--- src/rtl/inst_encoder.sv ---
// Packs decoded RV32I fields into instruction words; LI expands to ADDI or LUI+ADDI.
// Optional immediate range checking is enabled by defining INST_ENC_RANGE_CHECK_EN.
module inst_encoder #(
    parameter int unsigned ERR_CNT_W = 8
) (
    input  logic                 clk,
    input  logic                 rst,
    input  logic                 in_valid,
    output logic                 in_ready,
    input  logic [2:0]           in_fmt,
    input  logic [6:0]           in_opcode,
    input  logic [4:0]           in_rd,
    input  logic [4:0]           in_rs1,
    input  logic [4:0]           in_rs2,
    input  logic [2:0]           in_funct3,
    input  logic [6:0]           in_funct7,
    input  logic [31:0]          in_imm,
    output logic                 out_valid,
    input  logic                 out_ready,
    output logic [31:0]          out_inst,
    output logic                 out_last,
    output logic                 err,
    output logic [ERR_CNT_W-1:0] err_count
);

    typedef enum logic [0:0] {StIdle, StPend} state_e;

    localparam logic [6:0] OpImm = 7'h13;
    localparam logic [6:0] OpLui = 7'h37;

    state_e                r_state, w_state_nxt;
    logic                  r_out_valid, w_out_valid_nxt;
    logic [31:0]           r_out_inst, w_out_inst_nxt;
    logic                  r_out_last, w_out_last_nxt;
    logic [31:0]           r_stage, w_stage_nxt;
    logic                  r_err, w_err_nxt;
    logic [ERR_CNT_W-1:0]  r_err_count, w_err_count_nxt;

    logic        w_accept;
    logic [31:0] w_word0, w_word1;
    logic        w_two;
    logic        w_reject;
    logic [31:0] w_imm_rnd;
    logic        w_li_small;
    logic        w_bad_is, w_bad_b, w_bad_j, w_bad_u;

    assign in_ready   = !rst && (r_state == StIdle) && (!r_out_valid || out_ready);
    assign w_accept   = in_valid && in_ready;
    assign w_imm_rnd  = in_imm + 32'h0000_0800;
    assign w_li_small = (in_imm[31:11] == '0) || (in_imm[31:11] == '1);

`ifdef INST_ENC_RANGE_CHECK_EN
    assign w_bad_is = !w_li_small;
    assign w_bad_b  = !((in_imm[31:12] == '0) || (in_imm[31:12] == '1)) || in_imm[0];
    assign w_bad_j  = !((in_imm[31:20] == '0) || (in_imm[31:20] == '1)) || in_imm[0];
    assign w_bad_u  = (in_imm[11:0] != 12'h000);
`else
    assign w_bad_is = 1'b0;
    assign w_bad_b  = 1'b0;
    assign w_bad_j  = 1'b0;
    assign w_bad_u  = 1'b0;
`endif

    always_comb begin
        w_word0  = '0;
        w_word1  = '0;
        w_two    = 1'b0;
        w_reject = 1'b0;
        case (in_fmt)
            3'd0: w_word0 = {in_funct7, in_rs2, in_rs1, in_funct3, in_rd, in_opcode};
            3'd1: begin
                w_word0  = {in_imm[11:0], in_rs1, in_funct3, in_rd, in_opcode};
                w_reject = w_bad_is;
            end
            3'd2: begin
                w_word0  = {in_imm[11:5], in_rs2, in_rs1, in_funct3, in_imm[4:0], in_opcode};
                w_reject = w_bad_is;
            end
            3'd3: begin
                w_word0  = {in_imm[12], in_imm[10:5], in_rs2, in_rs1, in_funct3,
                            in_imm[4:1], in_imm[11], in_opcode};
                w_reject = w_bad_b;
            end
            3'd4: begin
                w_word0  = {in_imm[31:12], in_rd, in_opcode};
                w_reject = w_bad_u;
            end
            3'd5: begin
                w_word0  = {in_imm[20], in_imm[10:1], in_imm[11], in_imm[19:12], in_rd, in_opcode};
                w_reject = w_bad_j;
            end
            3'd6: begin
                if (w_li_small) begin
                    w_word0 = {in_imm[11:0], 5'd0, 3'b000, in_rd, OpImm};
                end else begin
                    // Rounded upper part compensates for the sign-extended ADDI low part.
                    w_word0 = {w_imm_rnd[31:12], in_rd, OpLui};
                    w_word1 = {in_imm[11:0], in_rd, 3'b000, in_rd, OpImm};
                    w_two   = (in_imm[11:0] != 12'h000);
                end
            end
            default: w_reject = 1'b1;
        endcase
    end

    always_comb begin
        w_state_nxt     = r_state;
        w_out_valid_nxt = r_out_valid;
        w_out_inst_nxt  = r_out_inst;
        w_out_last_nxt  = r_out_last;
        w_stage_nxt     = r_stage;
        w_err_nxt       = w_accept && w_reject;
        w_err_count_nxt = r_err_count;

        if (w_accept && w_reject && !(&r_err_count)) begin
            w_err_count_nxt = r_err_count + 1'b1;
        end

        if (w_accept && !w_reject) begin
            w_out_valid_nxt = 1'b1;
            w_out_inst_nxt  = w_word0;
            w_out_last_nxt  = !w_two;
            if (w_two) begin
                w_stage_nxt = w_word1;
                w_state_nxt = StPend;
            end
        end else if (r_state == StPend && out_ready) begin
            w_out_inst_nxt = r_stage;
            w_out_last_nxt = 1'b1;
            w_state_nxt    = StIdle;
        end else if (r_out_valid && out_ready) begin
            w_out_valid_nxt = 1'b0;
        end
    end

    always_ff @(posedge clk) begin
        if (rst) begin
            r_state     <= StIdle;
            r_out_valid <= 1'b0;
            r_out_inst  <= '0;
            r_out_last  <= 1'b0;
            r_stage     <= '0;
            r_err       <= 1'b0;
            r_err_count <= '0;
        end else begin
            r_state     <= w_state_nxt;
            r_out_valid <= w_out_valid_nxt;
            r_out_inst  <= w_out_inst_nxt;
            r_out_last  <= w_out_last_nxt;
            r_stage     <= w_stage_nxt;
            r_err       <= w_err_nxt;
            r_err_count <= w_err_count_nxt;
        end
    end

    assign out_valid = r_out_valid;
    assign out_inst  = r_out_inst;
    assign out_last  = r_out_last;
    assign err       = r_err;
    assign err_count = r_err_count;

endmodule

--- config.mk ---
export PLATFORM = sky130hd
export DESIGN_NAME = inst_encoder
export DESIGN_NICKNAME = d
export VERILOG_FILES = /design/src/rtl/inst_encoder.sv
export SDC_FILE = /design/constraint.sdc
export NUM_CORES = 1
export LEC_CHECK = 0
export BUFFER_PORTS_ARGS = -buffer_cell sky130_fd_sc_hd__buf_2
export CAP_MARGIN = 20
export CORE_MARGIN = 2
export CORE_UTILIZATION = 43
export DETAILED_ROUTE_END_ITERATION = 8
export PLACE_DENSITY = 0.71
export SETUP_SLACK_MARGIN = 0.02
export SLEW_MARGIN = 0
export SYNTH_ARGS = -nofsm -noshare
export SYNTH_HDL_FRONTEND = slang
export SYNTH_SLANG_ARGS = --single-unit
--- constraint.sdc ---
create_clock -name clk -period 4.45 [get_ports clk]
set_input_delay 0.89 -clock clk [delete_from_list [all_inputs] [get_ports clk]]
set_output_delay 0.89 -clock clk [all_outputs]
set_load 0.005 [all_outputs]
==> impl_metrics.py, run 1 <==
metrics = {
    "status": {
        "status": "completed",
    },
    "clocking": {
        "clk_latency_ns": 0.35,
        "post_cts_buffers": 0,
        "cts_tree": "done",
        "cts_sinks": 62,
        "cts_hold_buf": 0,
        "clk_pin_slew_worst_paths_ns": 0.08,
        "cts_buffer_depth": 2,
        "cts-root-buf": "clkbuf_8",
        "h-tree-depth": 3,
        "cts_buffers": 9,
        "cts_resized": 0,
    },
    "power_and_ir_drop": {
        "p_seq_share_pct": 44.1,
        "power_uw": 1349,
        "vdd.ir_drop.worst_v": 0.0001209,
        "power_switching_uw": 403.0,
        "leakage_uw": 0.001869,
        "combinationalPowerShare_pct": 18.4,
        "p_per_area_nw_per_um2": 288.5,
        "clkPwrFrac_pct": 37.5,
        "p_int_uw": 946.2,
        "switching_share_pct": 29.87,
    },
    "floorplanning": {
        "die_x_um": 99.27,
        "core_um2": 8763,
        "die_h_um": 99.27,
        "io_pins": 115,
        "dieArea_um2": 9854,
        "rows": 34,
        "start_util_pct": 44.53,
    },
    "finish": {
        "nets": 684,
        "final_core_util_pct": 53.37,
        "synthToLayoutAreaGrowth_pct": 19.85,
        "drive_gt1_share_pct": 23.94,
        "diodes": 0,
    },
    "hold_path": {
        "min_to": "out_inst[1]",
        "worst_hold_path_type": "reg -> reg",
        "holdPathStages": 2,
        "min_from": "out_inst[1]",
    },
    "setup_path": {
        "cp-end-kind": "flip-flop",
        "reg2regPathDepth": 6,
        "crit_cells": 8,
        "critPathKind": "in -> reg",
        "cp.required_ns": 4.72,
        "timing.rr.end": "out_inst[21]",
        "cp_slowest_cell": "o32a_1",
        "rrSetupSlack_ns": 2.31,
        "cp_num_buf_inv": 2,
        "setup.worst_path.start_class": "primary input",
        "worst_path_dominant_cell_family": "compound AO/OA/AOI/OAI gates",
        "r2r_start": "r_state",
        "crit_path_max_fanout": 20,
        "critPathMaxStageDelay_ns": 0.66,
        "path_cells": "buf_2 -> ha_1 -> nand3_1 -> or3_4 -> o32a_1 -> buf_4 -> mux2i_1 -> a211oi_1",
        "critical_path_arrival_ns": 3.30,
    },
    "detailed_routing": {
        "dr_total_vias": 4454,
        "ant_nets": 0,
        "wirelength_um": 13610,
        "viasPerCell": 6.169,
        "drt_iter0_drc": 482,
        "drcViolationCount": 0,
        "wl_per_cell_um": 18.85,
        "dr.pass1.iters": 5,
    },
    "timing": {
        "max_freq_mhz": 329.4,
        "fin_worst_skew_ns": 0.01328,
        "drv_slew": 0,
        "worst_slew_pin_slew_ns": 1.098,
        "relSlewSlack_pct": 26.66,
        "setup_viol_count_final": 0,
        "rsz0062_at_grt": "false",
        "fin_setup_tns_ns": 0,
        "period_share_pct": 68.22,
        "hold_violations": 0,
        "fin_crit_ns": 3.036,
        "fin_ws_ns": 1.414,
    },
    "synthesis": {
        "synth_common_cells": "dfxtp_1 (62), nand2_1 (61), o21ai_0 (43), a21oi_1 (40), nor2_1 (39)",
        "seq_area_frac_synth_pct": 31.81,
        "synth.most_common_cell": "dfxtp_1",
        "synth_seq_cells": 62,
        "yosysTopAreaCell": "dfxtp_1",
        "async_flop_share_pct": 0,
        "synth_edf_count": 0,
        "synthSimpleGateAreaFrac_pct": 25.14,
        "ys.flop_type": "dfxtp_1",
        "synth-compound-area-share_pct": 28.66,
        "synth.top_cells.by_area": "dfxtp_1 (32%), nand2_1 (5.9%), o21ai_0 (5.5%)",
        "syn_avg_cell_area_um2": 7.548,
        "yosys.area.top_type_share_pct": 31.81,
        "synth_fa_ha_area_share_pct": 0.9618,
        "yosys_warnings": 0,
        "synth_nets": 591,
        "synth_area_um2": 3902,
        "synthXorXnorAreaFrac_pct": 4.713,
        "synth_top_family_by_area": "compound AO/OA/AOI/OAI gates",
        "synth.distinct_cells": 59,
        "netlist_instances": 517,
        "synth_mux_area_share_pct": 3.142,
    },
    "global_routing": {
        "use_met2_pct": 42.05,
        "grt_overflow": 0,
        "first_global_vias": 4099,
        "met3_usage_pct": 5.903,
        "antenna_found_initial": 0,
        "gr-usage-all-layers_pct": 26.58,
        "met1_usage_pct": 36.18,
        "busiest_layer": "met2",
        "grt_max_degree": 59,
        "grt_pass1_wl_um": 20870,
    },
    "placed_design": {
        "gp_congestion": 0.9343,
        "dp_hpwl_um": 9778,
        "port_buffers": 114,
        "pre_cts_ws_ns": 1.101,
    },
    "flow_run": {
        "drv_cap": 0,
    },
}
-- logic make-up (layout without fill, tap and decap cells) --
logic type,count (synthesis),in the layout
adder cells (fa/ha/maj),3,3
buffers and inverters,50,147
AND/OR/NAND/NOR,200,200
multiplexers,12,12
flip-flops,62,62
AO/OA/AOI/OAI,169,169
XOR/XNOR,21,21
-- routing by layer --
layer  routed length, µm  up-vias
met5                   0        -
met4                 256        0
met3                1317       26
met2                6259      270
met1                5777     2032
li1                    -     2126
-- metrics by stage --
stage | instance area [µm²] | hold WS [ns] | instances
global placement | 4488 | 0.4384 | 707
floorplan | 3902 | 0.4321 | 517
CTS | 4677 | 0.4583 | 722
detailed placement | 4488 | 0.4482 | 707
global route | 4677 | 0.4894 | 722
finish | 4677 | 0.4516 | 722
-- worst max path at each step --
stage,start,endpoint,slack (ns)
floorplan,in_imm[11],out_inst[24],1.91
global placement,in_imm[11],out_inst[24],1.24
detailed placement,in_imm[11],out_inst[24],1.10
CTS,in_imm[11],out_inst[24],1.47
global route,in_imm[11],out_inst[24],1.35
finish,in_imm[11],out_inst[24],1.41
-- placed cells by master, fill, tap and decap left out, types with 6 or more instances in the layout --
| cell | netlist | layout |
|---|---|---|
| mux2i_1 | 10 | 10 |
| nor3_1 | 11 | 11 |
| a21oi_1 | 40 | 40 |
| nor4_1 | 15 | 15 |
| nand3_1 | 34 | 34 |
| xnor2_1 | 12 | 12 |
| nand4_1 | 9 | 9 |
| buf_2 | 9 | 114 |
| o22ai_1 | 6 | 6 |
| nor2b_1 | 6 | 6 |
| a211oi_1 | 13 | 13 |
| a311oi_1 | 6 | 6 |
| xor2_1 | 9 | 9 |
| buf_4 | 1 | 8 |
| dfxtp_1 | 62 | 62 |
| a22oi_1 | 10 | 10 |
| and3_1 | 8 | 8 |
| o21ai_0 | 43 | 43 |
| nor2_1 | 39 | 39 |
| nand2_1 | 61 | 61 |
| inv_1 | 10 | 10 |
| clkbuf_8 | 0 | 10 |
| a31oi_1 | 11 | 11 |
-- flip-flops by register name, summed over array words and instances (netlist names) --
name / count
r_stage: 18
err: 1
out_last: 1
out_inst: 32
out_valid: 1
err_count: 8
r_state: 1
-- tightest hold or removal path: cells and delay by family, from the launching register on --
| family | cells | cell delay [ns] |
|---|---|---|
| AO/OA/AOI/OAI | 1 | 0.05 |
| flip-flops | 1 | 0.31 |
| AND/OR/NAND/NOR | 1 | 0.05 |
-- power groups by stage --
stage               clock (µW)  sequential, µW  combinational, µW
detailed placement           0             607                241
CTS                        507             594                242
floorplan                    0             607                128
global placement             0             606                238
global route               533             596                269
finish                     507             595                248
-- layout make-up --
cell class	count	area, µm²
sequential	62	1241
timing repair buffer	122	630.6
multi-input combinational	405	2444
clock inverter	4	47.55
clock buffer	11	141.4
inverter	10	37.54
fill	851	4086
tap	108	135.1
(Power assumes the default switching activity.)
==> run 2, diff against run 1 <==
PLACE_DENSITY = 0.74   (was 0.71)
clock period = 2.65 ns   (was 4.45 ns; I/O delays follow)
==> run 2 against run 1 <==
  * Combinational power grew 74%
  * Hold slack worse by 0.0096 ns
  * Register-to-register slack lost 1.8 ns
  * Non-clock buffer count up 13
  * Wire length increased by 2.5%
  * Clock skew decreased by 0.010 ns
  * Final cell count grew 1.9%
  * Global-route usage grew 2.1 points
  * Critical endpoint is now r_stage[31]
  * Core utilization is 1.0 points higher
  * First-iteration DRC count down 18%
  * Setup slack got worse by 0.92 ns
  * Via count rose by 2.0%
==> impl_metrics.py, run 2 (synthesis gave the netlist of run 1 again) <==
metrics = {
    "finish": {
        "nets": 697,
        "fillCellCount": 873,
        "diodes": 0,
        "fin_area_um2": 4766,
        "final_common_cell": "buf_2",
        "layout_common_cells": "buf_2 (114), dfxtp_1 (62), nand2_1 (61), o21ai_0 (43), a21oi_1 (40)",
        "multiInputGateArea_um2": 2444,
        "drive_gt1_share_pct": 25.48,
        "final_core_util_pct": 54.38,
        "largest_reg_flops": 32,
        "regArea_um2": 1241,
        "synthToLayoutAreaGrowth_pct": 22.12,
    },
    "timing": {
        "period_share_pct": 81.50,
        "worst_slew_pin_slew_ns": 0.6354,
        "rsz0062_at_grt": "false",
        "fin_setup_tns_ns": 0,
        "setup_viol_count_final": 0,
        "fin_ws_ns": 0.4903,
        "fin_crit_ns": 2.160,
        "relSlewSlack_pct": 57.52,
        "drv_slew": 0,
        "hold_violations": 0,
        "fin_worst_skew_ns": 0.003249,
        "max_freq_mhz": 463.0,
    },
    "floorplanning": {
        "io_pins": 115,
        "dieArea_um2": 9854,
        "rows": 34,
        "core_um2": 8763,
        "die_x_um": 99.27,
        "start_util_pct": 44.53,
        "die_h_um": 99.27,
    },
    "placed_design": {
        "pre_cts_ws_ns": 0.1768,
        "dp_hpwl_um": 10510,
        "gp_congestion": 0.9543,
        "dpl_cell_area_um2": 4598,
        "port_buffers": 114,
    },
    "power_and_ir_drop": {
        "p_per_area_nw_per_um2": 453.6,
        "vdd.ir_drop.worst_v": 0.0002277,
        "leakage_uw": 0.001926,
    },
    "clocking": {
        "cts_buffer_depth": 2,
        "cts_resized": 0,
        "cts_sinks": 62,
        "post_cts_buffers": 0,
        "cts_hold_buf": 0,
        "clk_latency_ns": 0.34,
        "cts_tree": "done",
        "clk_pin_slew_worst_paths_ns": 0.07,
        "h-tree-depth": 3,
        "cts_buffers": 9,
        "cts-root-buf": "clkbuf_8",
    },
    "global_routing": {
        "gr-usage-all-layers_pct": 28.64,
        "grt_max_degree": 58,
        "first_global_vias": 4423,
        "grt_pass1_wl_um": 22690,
        "grt_overflow": 0,
        "antenna_found_initial": 0,
    },
    "detailed_routing": {
        "dr.pass1.iters": 5,
        "wl_per_cell_um": 18.96,
        "viasPerCell": 6.174,
        "dr_total_vias": 4544,
        "drt_iter0_drc": 393,
        "ant_nets": 0,
        "drcViolationCount": 0,
        "wirelength_um": 13960,
    },
    "setup_path": {
        "rrSetupSlack_ns": 0.49,
        "worst_path_dominant_cell_family": "simple AND/OR/NAND/NOR gates",
        "critPathMaxStageDelay_ns": 0.53,
        "critical_path_arrival_ns": 2.35,
        "crit_path_max_fanout": 22,
        "critPathKind": "in -> reg",
        "cp_slowest_cell": "nand3_1",
        "cp-end-kind": "flip-flop",
        "cp.required_ns": 2.84,
        "cp_num_buf_inv": 1,
        "path_cells": "buf_2 -> nand2_1 -> nor2_1 -> nand3_1 -> o21ai_0 -> a21oi_1",
        "setup.worst_path.start_class": "primary input",
    },
    "flow_run": {
        "drv_cap": 0,
    },
    "hold_path": {
        "worst_hold_path_type": "in -> reg",
    },
    "status": {
        "status": "completed",
    },
}
[run 2: per-stage QoR]
| stage | hold WS [ns] | total power (µW) | std cells |
|---|---|---|---|
| after CTS | 0.4332 | 2160 | 736 |
| after global placement | 0.4352 | 1435 | 720 |
| after floorplan | 0.4321 | 1234 | 517 |
| after detailed placement | 0.4469 | 1441 | 720 |
| after global routing | 0.4426 | 2260 | 736 |
| final | 0.4419 | 2162 | 736 |
[run 2: path summary, 6_finish.rpt]
| kind | startpoint | to | cells past startpoint |
|---|---|---|---|
| worst max register to register | r_state | r_stage[31] | 5 |
| worst max-delay path | in_fmt[2] | r_stage[31] | 6 |
| worst min-delay path | in_opcode[3] | out_inst[3] | 3 |
| worst min register to register | out_inst[4] | out_inst[4] | 2 |
[run 2: power breakdown]
group	total, µW	internal [µW]	switching, µW	leakage, µW
sequential	998	974	23.9	0.000506
clock	732	361	371	0.0000861
combinational	432	172	260	0.00133
[run 2: worst reg2reg max path, stage by stage, from the launching register on]
cell and delay (ns):
dfxtp_1 0.37, nor2_1 0.28, and4_1 0.36, nand3_1 0.50, o21ai_0 0.38, a21oi_1 0.12
[run 2: area by class of cell]
class	count	share of cell area, %
clock buffers	12	3.045
inverters	10	0.7876
repair buffers	135	15.54
clock inverters	4	0.4726
multi-input cells	405	51.27
flip-flops and latches	62	26.04
well taps	108	2.835
[run 2: per-layer routing]
| layer | share of wire (%) | GRT usage, % | vias up |
|---|---|---|---|
| met1 | 44 | 39.08 | 2109 |
| met3 | 8.7 | 6.114 | 38 |
| met2 | 45 | 44.65 | 257 |
| met5 | 0 | 0 | - |
| met4 | 2.7 | 10.54 | 0 |
| li1 | - | - | 2140 |
